$ cat config.mk
export PLATFORM = sky130hd
export DESIGN_NAME = lcd_line_capture
export DESIGN_NICKNAME = d
export VERILOG_FILES = /design/src/rtl/lcd_line_capture.sv
export SDC_FILE = /design/constraint.sdc
export NUM_CORES = 1
export LEC_CHECK = 0
export CAP_MARGIN = 30
export CORE_MARGIN = 3
export CORE_UTILIZATION = 50
export CTS_BUF_LIST = sky130_fd_sc_hd__clkbuf_16
export CTS_CLUSTER_SIZE = 16
export DETAILED_ROUTE_END_ITERATION = 10
export PLACE_DENSITY_LB_ADDON = 0.3
export SLEW_MARGIN = 0
export SYNTH_ARGS = -nofsm -noshare
export SYNTH_HDL_FRONTEND = slang
export SYNTH_SLANG_ARGS = --single-unit
export TNS_END_PERCENT = 20
$ cat constraint.sdc
create_clock -name clk -period 22.6 [get_ports clk]
set_input_delay 5.65 -clock clk [delete_from_list [all_inputs] [get_ports clk]]
set_output_delay 5.65 -clock clk [all_outputs]
set_load 0.01 [all_outputs]
$ cat src/rtl/lcd_line_capture.sv
// Captures 2-bit LCD pixels into a line buffer and hands completed lines to a
// double-buffered output register. Optional drop counter: LCD_CAPTURE_DROPCNT_EN.
module lcd_line_capture #(
    parameter int LINE_WIDTH = 160,
    parameter int LINES      = 144
) (
    input  logic                    clk,
    input  logic                    rst,
    input  logic                    frame_start,
    input  logic                    pix_valid,
    input  logic [1:0]              pix_data,
    output logic                    line_valid,
    input  logic                    line_ready,
    output logic [2*LINE_WIDTH-1:0] line_data,
    output logic [7:0]              line_num,
    output logic                    frame_done,
    output logic                    overflow
`ifdef LCD_CAPTURE_DROPCNT_EN
    ,
    output logic [7:0]              drop_count
`endif
);

    localparam int XW = (LINE_WIDTH > 1) ? $clog2(LINE_WIDTH) : 1;
    localparam int YW = (LINES > 1) ? $clog2(LINES) : 1;

    logic [XW-1:0]           x_reg, x_next, x_eff;
    logic [YW-1:0]           y_reg, y_next, y_eff;
    logic [1:0]              capture_reg [LINE_WIDTH];
    logic [LINE_WIDTH-1:0]   write_en;
    logic [2*LINE_WIDTH-1:0] full_line;
    logic                    line_done, last_line, load_out, drop_line;

    logic                    line_valid_reg;
    logic [2*LINE_WIDTH-1:0] line_data_reg;
    logic [7:0]              line_num_reg;
    logic                    frame_done_reg;
    logic                    overflow_reg;

    // frame_start rewinds the counters in the same cycle so a coincident pixel
    // lands in slot 0 of line 0.
    always_comb begin
        x_eff     = frame_start ? '0 : x_reg;
        y_eff     = frame_start ? '0 : y_reg;
        line_done = pix_valid && (x_eff == XW'(LINE_WIDTH - 1));
        last_line = (y_eff == YW'(LINES - 1));
        load_out  = line_done && (!line_valid_reg || line_ready);
        drop_line = line_done && !load_out;
        x_next    = x_eff;
        y_next    = y_eff;
        if (pix_valid) begin
            x_next = line_done ? '0 : x_eff + XW'(1);
        end
        if (line_done) begin
            y_next = last_line ? '0 : y_eff + YW'(1);
        end
    end

    always_ff @(posedge clk or posedge rst) begin
        if (rst) begin
            x_reg <= '0;
            y_reg <= '0;
        end else begin
            x_reg <= x_next;
            y_reg <= y_next;
        end
    end

    // The assembled line bypasses the incoming pixel so the final pixel is
    // included in the copy taken on the completion cycle.
    generate
        for (genvar gi = 0; gi < LINE_WIDTH; gi++) begin : g_slot
            assign write_en[gi] = pix_valid && (x_eff == XW'(gi));
            assign full_line[2*LINE_WIDTH-1-2*gi -: 2] =
                write_en[gi] ? pix_data : capture_reg[gi];

            always_ff @(posedge clk or posedge rst) begin
                if (rst) begin
                    capture_reg[gi] <= 2'b00;
                end else if (write_en[gi]) begin
                    capture_reg[gi] <= pix_data;
                end
            end
        end
    endgenerate

    always_ff @(posedge clk or posedge rst) begin
        if (rst) begin
            line_valid_reg <= 1'b0;
            line_data_reg  <= '0;
            line_num_reg   <= '0;
            frame_done_reg <= 1'b0;
            overflow_reg   <= 1'b0;
        end else begin
            frame_done_reg <= line_done && last_line;
            if (load_out) begin
                line_valid_reg <= 1'b1;
                line_data_reg  <= full_line;
                line_num_reg   <= 8'(y_eff);
            end else if (line_valid_reg && line_ready) begin
                line_valid_reg <= 1'b0;
            end
            if (drop_line) begin
                overflow_reg <= 1'b1;
            end
        end
    end

`ifdef LCD_CAPTURE_DROPCNT_EN
    logic [7:0] drop_count_reg;

    always_ff @(posedge clk or posedge rst) begin
        if (rst) begin
            drop_count_reg <= '0;
        end else if (drop_line && (drop_count_reg != 8'hFF)) begin
            drop_count_reg <= drop_count_reg + 8'd1;
        end
    end

    assign drop_count = drop_count_reg;
`endif

    assign line_valid = line_valid_reg;
    assign line_data  = line_data_reg;
    assign line_num   = line_num_reg;
    assign frame_done = frame_done_reg;
    assign overflow   = overflow_reg;

endmodule

# [Word level (Yosys, flattened, before mapping)]
# Index checks and enable logic that the tools add are counted.
[op_classes] n_addsub=2 n_eq_ne=160 mux=168 reduce_logical=169
[op_table] operator="$eq A8 B7 Y1 const B" n=64
[op_table] operator="$mux W2" n=160
[op_table] operator="$eq A8 B8 Y1 const B" n=33
[op_table] operator="$eq A8 B6 Y1 const B" n=32
[op_table] operator="$logic_and A1 B1 Y1" n=164
[op_table] operator="$eq A8 B5 Y1 const B" n=16
[op_table] operator="$eq A8 B4 Y1 const B" n=8
[op_table] operator="$mux W8" n=6
[op_table] operator="$eq A8 B3 Y1 const B" n=4
[op_table] operator="$add A8 B1 Y8 const B" n=2
[op_table] operator="$eq A8 B2 Y1 const B" n=2
[op_table] operator="$eq A8 B1 Y1 const B" n=1
[op_table] operator="$logic_not A8 Y1" n=1
[op_table] operator="$logic_not A1 Y1" n=2
[op_table] operator="$mux W1" n=2
[op_table] operator="$reduce_bool A2 Y1" n=1
[op_table] operator="$logic_or A1 B1 Y1" n=1
[word_totals] reg_bits=667 inputBits=7 output_inout_bits=331 wordCells=666

# [Logic depth before layout (Yosys ltp)]
# Gate-level depths: netlist of run 1.
[depth] ltp_word=6 mapped_depth=9 mapped_depth_nobuf=6

# [Least setup slack after synthesis of run 1]
# Ideal clock, no wire load.
[synth_timing] path_type="input-to-reg" start="input port frame_start" end="register line_data_reg[318] (netlist: line_data[318])" setup_ns=0.125 t_arrival_ns=7.188 t_required_ns=22.475 setup_slack_ns=15.287 path_stages=9 path_buffers=5 cell_sequence="buf_4 and4b_1 buf_4 nand4_4 or2_1 clkbuf_1 buf_6 buf_6 mux2_4"
[synth_between] elab_chain_len=4 elab_cells_between_ends=7 classes_between="eq/ne (1); mux (2); reduce/logical (4)"
[synth_rtl] element="start: declaration" line_no="9" source="input logic frame_start,"
[synth_rtl] element="$mux W8 *" line_no="43" source="x_eff = frame_start ? '0 : x_reg;"
[synth_rtl] element="$logic_not A8 Y1 or $eq A8 B8 Y1 (tied branches)" line_no="73, 45"
[synth_rtl] element="$logic_and A1 B1 Y1, on equally long branches" line_no="73, 45"
[synth_rtl] element="$mux W2 or $logic_and A1 B1 Y1 (tied branches)"
[synth_rtl] element="end signal: assignment" line_no="98" source="line_data_reg <= full_line;"
[synth_rtl] element="end: declaration" line_no="35" source="logic [2*LINE_WIDTH-1:0] line_data_reg;"
# Mark *: on every way between the ends. The rest lies on a longest branch, timed or not.
# A chain may end at the register's enable or synchronous reset.

# [Worst setup path after layout of run 1]
[layout_timing] start="input port frame_start" end="register line_data_reg[41] (netlist: line_data[41])"
[layout_between] elab_chain_len=4 elab_cells_between_ends=7 classes_between="eq/ne (2); mux (2); reduce/logical (3)"
[layout_rtl] element="$mux W8 *" line_no="43"
[layout_rtl] element="$eq A8 B8 Y1, on equally long branches" line_no="73, 45"
[layout_rtl] element="$logic_and A1 B1 Y1, on equally long branches" line_no="73, 45"
[layout_rtl] element="$mux W2 or $logic_and A1 B1 Y1 (tied branches)" line_no="75, 47"
# Marked as above.

==> out/metrics.yaml, run 1 <==
io_buffers: 337
viasPerCell: 6.100
p_per_area_nw_per_um2: 73.87
power.leakage_nw: 13.56
critical_path_class: "input pin to flop"
post_cts_buffers: 0
yosysMostFrequentCell: "o21ai_0"
grt_antenna_before_repair: 0
start_util_pct: 50.64
syn_inst: 2374
wl_per_cell_um: 22.87
cts_num_sinks: 665
dr.pass1.iters: 6
synth-seq-area-share_pct: 65.36
max_freq_mhz: 103.5
cts_buffers: 69
nNetsFinal: 2581
netSwitchingPower_mw: 0.5054
combPwrFrac_pct: 2.4
vias: 20107
coreArea_um2: 50270
clk_latency_ns: 0.59
reg2reg_from: "x_reg[1]"
synth-edff-count: 0
rows: 82
end_kind: "flop"
fin_crit_sh_pct: 42.76
die-height_um: 231.7
syn_nets: 2382
rsz0062_at_grt: "false"
worst_pin_slew_ns: 1.175
finalWeightedCongestion: 0.8243
drive_gt1_share_pct: 6.212
yosys.area.top_type: "dfrtp_1"
min_to: "overflow"
dieArea_um2: 53660
cts_root_buffer: "clkbuf_16"
largest_reg_flops: 320
ys_ff_latch: 665
ys_top_cells_by_count: "1029 x o21ai_0, 665 x dfrtp_1, 224 x clkbuf_1"
hp-start: "overflow"
clk_pin_slew_ns: 0.06
overflow: 0
r2r_slack_ns: 18.29
syn_area_per_cell_um2: 10.72
worst-r2r-cell-count: 10
async_flop_share_pct: 100.0
grt_max_degree: 256
power_mw: 2.315
hpwlAfterDp_um: 44390
finClkSkew_ns: 0.01724
slew_headroom_pct: 21.65
r2r-end: "line_data[41]"
routed_wl_um: 75390
outcome: "finished clean"
hold_path.class: "flop to flop"
cts_tree: "done"
path_max_fanout: 97
track_usage_pct: 27.84
htree_levels: 3
period_needed_ns: 9.663
drv_slew: 0
crit_required_ns: 23.03
ioPinCount: 338
antenna_left: 0
area_growth_pct: 23.11
ys_types: 43
postCtsResizedCells: 0
power_frac_seq_pct: 51.9
synth.top_cell.area_share_pct: 65.36
grt_pass1_wl_um: 115400
final-setup-viol-count: 0
grt_pass1_vias: 19712
holdBufCountCts: 0
final.setup.tns_ns: 0
synth_area_leaders: "dfrtp_1 65%, o21ai_0 20%, o31ai_1 4.6%"
cts_buffer_depth: 3
synth_ff_type: "dfrtp_1"
diodes: 0
yosysWarnings: 0
syn-cell-area_um2: 25460
die_w_um: 231.7
switching_share_pct: 21.83
drt-initial-drc-count: 2022
p_clk_share_pct: 45.7
drc: 0
intPower_mw: 1.810
peakVddDrop_uv: 42.42
critPathLaunchType: "input pin"
holdPathStages: 1
final-hold-violation-count: 0
maxCapViolCount: 0
arrival_ns: 10.10
==> per-stage QoR <==
step	hold WS [ns]	worst slack [ns]	cell area, um^2	utilization, %	cells
floorplan	0.4386	7.858	25460	-	2374
global placement	0.4514	11.82	29070	57.82	3166
detailed placement	0.4582	11.99	29170	58.02	3170
CTS	0.4669	12.57	31250	62.16	3292
global route	0.4738	12.67	31340	62.35	3296
finish	0.4623	12.94	31340	62.35	3296
==> power by group through the flow <==
stage | clock (mW) | combinational (mW) | sequential (mW)
after floorplan | 0 | 0.0382 | 1.22
after global placement | 0 | 0.0549 | 1.22
after detailed placement | 0 | 0.0570 | 1.22
after CTS | 1.07 | 0.0571 | 1.20
after global routing | 1.12 | 0.0634 | 1.20
final | 1.06 | 0.0567 | 1.20
==> logic make-up (layout without fill, tap and decap cells) <==
| group | after synthesis | count (layout) | synth area share [%] |
|---|---|---|---|
| multiplexers | 14 | 14 | 0.6438 |
| AND/OR/NAND/NOR | 231 | 231 | 4.502 |
| XOR/XNOR | 9 | 9 | 0.3096 |
| adder cells (fa/ha/maj) | 1 | 1 | 0.04914 |
| AO/OA/AOI/OAI | 1203 | 1203 | 25.28 |
| buffers and inverters | 251 | 501 | 3.853 |
| flip-flops | 665 | 665 | 65.36 |
==> layer usage <==
metal	routed length, um	GRT usage [%]	vias up
met5	0	0	-
met4	2557	10.48	0
met3	6429	7.141	125
met2	35450	43.65	856
met1	30950	37.74	10196
li1	-	-	8930
==> worst max path at each step <==
stage,slack (ns),start,cells past startpoint,end
3_5_place_dp,11.99,frame_start,10,line_data[41]
4_1_cts,12.57,frame_start,10,line_data[41]
5_1_grt,12.67,frame_start,12,line_data[294]
2_1_floorplan,7.86,rst,1,capture_reg[100]
6_report,12.94,frame_start,12,line_data[41]
3_3_place_gp,11.82,frame_start,9,line_data[40]
==> layout make-up <==
cell class / instances / area (um^2)
inverters: 6 / 31.28
flip-flops and latches: 665 / 16640
fillers: 4044 / 18930
clock buffers: 73 / 1827
clock inverters: 49 / 251.5
multi-input cells: 1458 / 7934
well taps: 672 / 840.8
repair buffers: 373 / 3819
==> critical path: stages <==
cell and delay (ns):
clkdlybuf4s50_1 0.46, buf_4 0.31, and4b_1 0.25, buf_4 0.22, nand4_4 0.29, buf_12 0.27
or2_4 0.44, buf_16 0.34, buf_4 0.73, buf_4 0.51, buf_16 0.31, o21ai_0 0.18
==> placed cells by master (no fill, tap or decap), drive strengths merged, types with 13 or more instances in the layout <==
| cell type | count |
|---|---|
| buf | 36 |
| clkdlybuf4s50 | 337 |
| clkbuf | 73 |
| o31ai | 157 |
| mux2 | 13 |
| o21ai | 1032 |
| nand3 | 44 |
| clkinv | 33 |
| nand2 | 113 |
| dfrtp | 665 |
| nor2b | 15 |
| inv | 19 |
No activity file was read; power rests on OpenSTA's default activity.
==> run 2, diff against run 1 <==
--- a/config.mk
+++ b/config.mk
@@ -7,7 +7,7 @@
 export LEC_CHECK = 0
 export CAP_MARGIN = 30
 export CORE_MARGIN = 3
-export CORE_UTILIZATION = 50
+export CORE_UTILIZATION = 55
 export CTS_BUF_LIST = sky130_fd_sc_hd__clkbuf_16
 export CTS_CLUSTER_SIZE = 16
 export DETAILED_ROUTE_END_ITERATION = 10
==> constraint.sdc (replaced) <==
create_clock -name clk -period 8.9 [get_ports clk]
set_input_delay 2.225 -clock clk [delete_from_list [all_inputs] [get_ports clk]]
set_output_delay 2.225 -clock clk [all_outputs]
set_load 0.01 [all_outputs]
==> out/metrics.yaml, run 2 (same netlist as run 1, synthesis figures left out) <==
outcome: "finished clean"  # unchanged
final-setup-viol-count: 0  # unchanged
numPlacedInstances: 3098  # was 3170
die_w_um: 221.2  # was 231.7 um
largest_reg_flops: 320  # unchanged
critPathLaunchType: "input pin"  # unchanged
vias: 20279  # was 20107
maxCapViolCount: 0  # unchanged
grt_pass1_vias: 19877  # was 19712
area_growth_pct: 22.37  # was 23.11%
cts_num_sinks: 665  # unchanged
htree_levels: 3  # unchanged
cts_buffers: 67  # was 69
drc: 0  # unchanged
clk_pin_slew_ns: 0.06  # about the same
mostFrequentLayoutCells: "1029 x o21ai_0, 665 x dfrtp_1, 337 x clkdlybuf4s50_1, 157 x o31ai_1, 103 x nand2_1"  # unchanged
fin_crit_sh_pct: 65.97
p_per_area_nw_per_um2: 189.9  # was 73.87 nW/um^2
dieArea_um2: 48910  # was 53660 um^2
critical_path_class: "input pin to flop"  # unchanged
post_cts_buffers: 0  # unchanged
diodes: 0  # unchanged
track_usage_pct: 30.03  # was 27.84%
routed_wl_um: 74930  # was 75390 um
grt_antenna_before_repair: 1  # was 0
coreArea_um2: 45580  # was 50270 um^2
ioPinCount: 338  # unchanged
crit_top_cell: "buf_4"  # unchanged
start_util_pct: 55.86  # was 50.64%
holdBufCountCts: 0  # unchanged
hold_path.class: "flop to flop"  # unchanged
rows: 78  # was 82
max_stage_delay_ns: 0.85  # was 0.73 ns
period_needed_ns: 5.871
arrival_ns: 6.36  # was 10.10 ns
hpwlAfterDp_um: 44410  # was 44390 um
path_max_fanout: 76  # was 97
dr.pass1.iters: 5  # was 6
crit_chain: "clkdlybuf4s50_1, buf_4, and4b_1, nand4_4, or2_4, buf_4, buf_16, o21ai_0"  # was clkdlybuf4s50_1, buf_4, and4b_1, buf_4, nand4_4, buf_12, or2_4, buf_16, buf_4, buf_4, buf_16, o21ai_0
clk_latency_ns: 0.60  # was 0.59 ns
drt-initial-drc-count: 2351  # was 2022
drv_slew: 0  # unchanged
viasPerCell: 6.304  # was 6.100
mostFrequentLayoutCell: "o21ai_0"  # unchanged
nNetsFinal: 2576  # was 2581
postCtsResizedCells: 0  # unchanged
cts_tree: "done"  # unchanged
crit_slowest_cell: "and4b_1"  # was buf_4
io_buffers: 337  # unchanged
final_cells: 3217  # was 3296
wl_per_cell_um: 23.29  # was 22.87 um
die-height_um: 221.2  # was 231.7 um
power.leakage_nw: 13.52  # was 13.56 nW
grtUsageMet1_pct: 40.52  # was 37.74%
cts_buffer_depth: 3  # unchanged
max_freq_mhz: 170.3
met3_usage_pct: 7.668  # was 7.141%
finalWeightedCongestion: 0.8498  # was 0.8243
peakVddDrop_uv: 184.7  # was 42.42 uV
power_mw: 5.915  # was 2.315 mW
finClkSkew_ns: 0.02031  # was 0.01724 ns
antenna_left: 0  # unchanged
grt_util_met2_pct: 47.74  # was 43.65%
cts_root_buffer: "clkbuf_16"  # unchanged
crit_required_ns: 9.39  # was 23.03 ns
end_kind: "flop"  # unchanged
rsz0062_at_grt: "false"  # unchanged
final-hold-violation-count: 0  # unchanged
slew_headroom_pct: 19.34  # was 21.65%
r2r_slack_ns: 4.82  # was 18.29 ns
drive_gt1_share_pct: 6.229  # was 6.212%
grt_pass1_wl_um: 116100  # was 115400 um
overflow: 0  # unchanged
busiest_layer: "met2"  # unchanged
grt_max_degree: 211  # was 256
worst_pin_slew_ns: 1.210  # was 1.175 ns
[run 2: cell count changes in the layout (fill, tap and decap cells not counted), sizes merged]
| cell | change |
|---|---|
| buf | -3 |
| bufinv | +4 |
| clkbuf | -4 |
| clkinv | -9 |
| inv | +5 |
[run 2: where the power goes]
group	total, mW	switching [mW]	leakage [nW]	internal, mW
sequential	3.05	0.00874	9.28	3.04
clock	2.72	1.15	1.09	1.58
combinational	0.141	0.117	3.15	0.0243
total	5.92	1.27	13.5	4.64
[run 2: final timing paths]
path,from,end,cells after the start
min in group asynchronous,rst,line_data[183],2
min reg2reg,capture_reg[267],capture_reg[267],2
max in group asynchronous,rst,line_data[233],5
max,frame_start,line_data[171],8
max reg2reg,x_reg[2],line_data[171],6
min,capture_reg[267],capture_reg[267],2
[run 2: metal layers]
layer	vias up	wire length, um
met4	2	2493
met1	10316	30150
met3	139	6630
li1	8929	-
met5	-	19
met2	893	35630
[run 2: final cells by class]
type | instances | area (um^2)
clock inverter | 49 | 367.9
inverter | 6 | 31.28
tap | 600 | 750.7
fill | 3430 | 14420
timing repair buffer | 370 | 3704
multi-input combinational | 1458 | 7934
clock buffer | 69 | 1727
sequential | 665 | 16640
[run 2: stage by stage]
step / hold WS [ns] / utilization (%) / setup TNS, ns / instance area (um^2) / setup slack (ns)
floorplan: 0.4386 / - / -1607.58 / 25460 / -2.417
global placement: 0.4517 / 63.61 / 0 / 28990 / 2.609
detailed placement: 0.4622 / 63.72 / 0 / 29040 / 2.490
CTS: 0.4735 / 68.31 / 0 / 31130 / 3.065
global route: 0.4989 / 68.36 / 0 / 31150 / 2.779
finish: 0.4684 / 68.36 / 0 / 31150 / 3.029
[run 2: worst max-delay path: cells and delay by family]
| family | cells | cell delay [ns] |
|---|---|---|
| AOI/OAI and AO/OA | 1 | 0.26 |
| and+or+nand+nor | 3 | 2.44 |
| buffers and inverters | 4 | 1.30 |
==> run 3, diff against run 2 <==
==> constraint.sdc (replaced) <==
create_clock -name clk -period 5.5 [get_ports clk]
set_input_delay 1.375 -clock clk [delete_from_list [all_inputs] [get_ports clk]]
set_output_delay 1.375 -clock clk [all_outputs]
set_load 0.01 [all_outputs]
==> out/metrics.yaml, run 3 (same netlist as run 1, synthesis figures left out) <==
path_max_fanout: 104  # was 76
cts_buffer_depth: 3  # unchanged
dieArea_um2: 48910  # unchanged
dr.pass1.iters: 6  # was 5
reg2reg_from: "x_reg[2]"  # unchanged
cts_num_sinks: 665  # unchanged
final-setup-viol-count: 0  # unchanged
coreArea_um2: 45580  # unchanged
clk_pin_slew_ns: 0.06  # about the same
grt_max_degree: 219  # was 211
htree_levels: 3  # unchanged
critPathLaunchType: "input pin"  # unchanged
arrival_ns: 4.39  # was 6.36 ns
grt_pass1_wl_um: 116900  # was 116100 um
nFillCells: 3419  # was 3430
outcome: "finished clean"  # unchanged
holdPathStages: 2  # unchanged
max_freq_mhz: 252.2
rows: 78  # unchanged
slew_headroom_pct: 30.59  # was 19.34%
drive_gt1_share_pct: 6.519  # was 6.229%
drc: 0  # unchanged
ioPinCount: 338  # unchanged
crit_required_ns: 5.92  # was 9.39 ns
holdBufCountCts: 0  # unchanged
r2r-end: "line_data[5]"  # was line_data[171]
seqCellArea_um2: 16640  # unchanged
hold_ws_ns: 0.4679  # was 0.4684 ns
hp-start: "capture_reg[283]"  # was capture_reg[267]
min_to: "capture_reg[283]"  # was capture_reg[267]
mostFrequentLayoutCells: "1029 x o21ai_0, 665 x dfrtp_1, 337 x clkdlybuf4s50_1, 157 x o31ai_1, 103 x nand2_1"  # unchanged
final.setup.tns_ns: 0  # unchanged
maxCapViolCount: 0  # unchanged
wl_per_cell_um: 23.29  # about the same
mostFrequentLayoutCell: "o21ai_0"  # unchanged
worst-r2r-cell-count: 6  # unchanged
max_stage_delay_ns: 0.73  # was 0.85 ns
overflow: 0  # unchanged
io_buffers: 337  # unchanged
critical_path_class: "input pin to flop"  # unchanged
power.leakage_nw: 13.58  # was 13.52 nW
worst_pin_slew_ns: 1.038  # was 1.210 ns
routed_wl_um: 75080  # was 74930 um
final-hold-violation-count: 0  # unchanged
stdcell_area_um2: 31270  # was 31150 um^2
die_w_um: 221.2  # unchanged
period_needed_ns: 3.965
vias: 20422  # was 20279
start_util_pct: 55.86  # unchanged
place_area_um2: 29150  # was 29040 um^2
drv_slew: 0  # unchanged
dp_slack_ns: 0.8977  # was 2.490 ns
viasPerCell: 6.334  # was 6.304
peakVddDrop_uv: 207.8  # was 184.7 uV
die-height_um: 221.2  # unchanged
track_usage_pct: 30.39  # was 30.03%
p_per_area_nw_per_um2: 303.8  # was 189.9 nW/um^2
post_cts_buffers: 0  # unchanged
crit_chain: "clkdlybuf4s50_1, nor3b_2, nand4_4, buf_4, buf_16, o21ai_0, o21ai_0"  # was clkdlybuf4s50_1, buf_4, and4b_1, nand4_4, or2_4, buf_4, buf_16, o21ai_0
fin_crit_sh_pct: 72.10
hold_path.class: "flop to flop"  # unchanged
layout_setup_ws_ns: 1.535  # was 3.029 ns
area_growth_pct: 22.80  # was 22.37%
finalWeightedCongestion: 0.8387  # was 0.8498
grt_pass1_vias: 20122  # was 19877
crit_slowest_cell: "clkdlybuf4s50_1"  # was and4b_1
grt_antenna_before_repair: 0  # was 1
rsz0062_at_grt: "false"  # unchanged
end_kind: "flop"  # unchanged
cts_buffers: 67  # unchanged
finClkSkew_ns: 0.02487  # was 0.02031 ns
largest_reg_flops: 320  # unchanged
crit_top_cell: "o21ai_0"  # was buf_4
clk_latency_ns: 0.60  # about the same
postCtsResizedCells: 0  # unchanged
hpwlAfterDp_um: 44210  # was 44410 um
cts_root_buffer: "clkbuf_16"  # unchanged
r2r_slack_ns: 2.28  # was 4.82 ns
antenna_left: 0  # unchanged
cts_tree: "done"  # unchanged
multi_input_area_um2: 7934  # unchanged
drt-initial-drc-count: 2330  # was 2351
nNetsFinal: 2587  # was 2576
-- run 3: changes by cell type in the layout (fill, tap and decap cells not counted), sizes merged --
cell | previous run | this run
buf | 33 | 44
inv | 24 | 21
bufinv | 6 | 4
clkbuf | 69 | 71
clkinv | 24 | 22
diode | 0 | 1
-- run 3: per-stage QoR --
| step | total power [mW] | utilization, % | std cells |
|---|---|---|---|
| finish | 9.499 | 68.60 | 3224 |
| global route | 9.785 | 68.59 | 3223 |
| CTS | 9.569 | 68.47 | 3221 |
| detailed placement | 5.269 | 63.97 | 3108 |
| global placement | 5.259 | 63.90 | 3107 |
| floorplan | 5.182 | - | 2374 |
-- run 3: cell type report --
cell class	instances	area share [%]
flip-flops and latches	665	53.23
clock inverters	42	0.8884
well taps	600	2.401
multi-input cells	1458	25.38
repair buffers	381	12.32
clock buffers	71	5.683
diodes	1	0.008004
inverters	6	0.1000
-- run 3: how the worst max path moves through the flow --
stage	startpoint	to	slack [ns]	depth (start not counted)
floorplan	rst	capture_reg[100]	-4.97	1
global placement	frame_start	line_data[318]	1.06	6
detailed placement	frame_start	line_data[318]	0.90	6
CTS	frame_start	line_num[0]	1.53	6
global route	frame_start	line_data[17]	1.40	7
finish	frame_start	line_data[5]	1.53	7
-- run 3: where the power goes --
| group | internal [mW] | switching, mW | leakage (nW) | total, mW |
|---|---|---|---|---|
| Sequential | 4.92 | 0.0152 | 9.28 | 4.94 |
| Combinational | 0.0446 | 0.195 | 3.23 | 0.239 |
| Clock | 2.50 | 1.82 | 1.07 | 4.32 |
-- run 3: routing by layer --
metal | part of all wire (%) | vias to the layer above | track usage (%)
li1 | - | 8929 | -
met1 | 40 | 10389 | 41.30
met2 | 47 | 931 | 47.33
met3 | 8.4 | 173 | 7.363
met4 | 4.1 | 0 | 13.13
met5 | 0 | - | 0
-- run 3: worst max-delay path, delay by kind of cell --
| family | cells | cell delay [ns] |
|---|---|---|
| AND/OR/NAND/NOR | 2 | 1.03 |
| AO/OA/AOI/OAI | 2 | 0.46 |
| buffers and inverters | 3 | 1.41 |
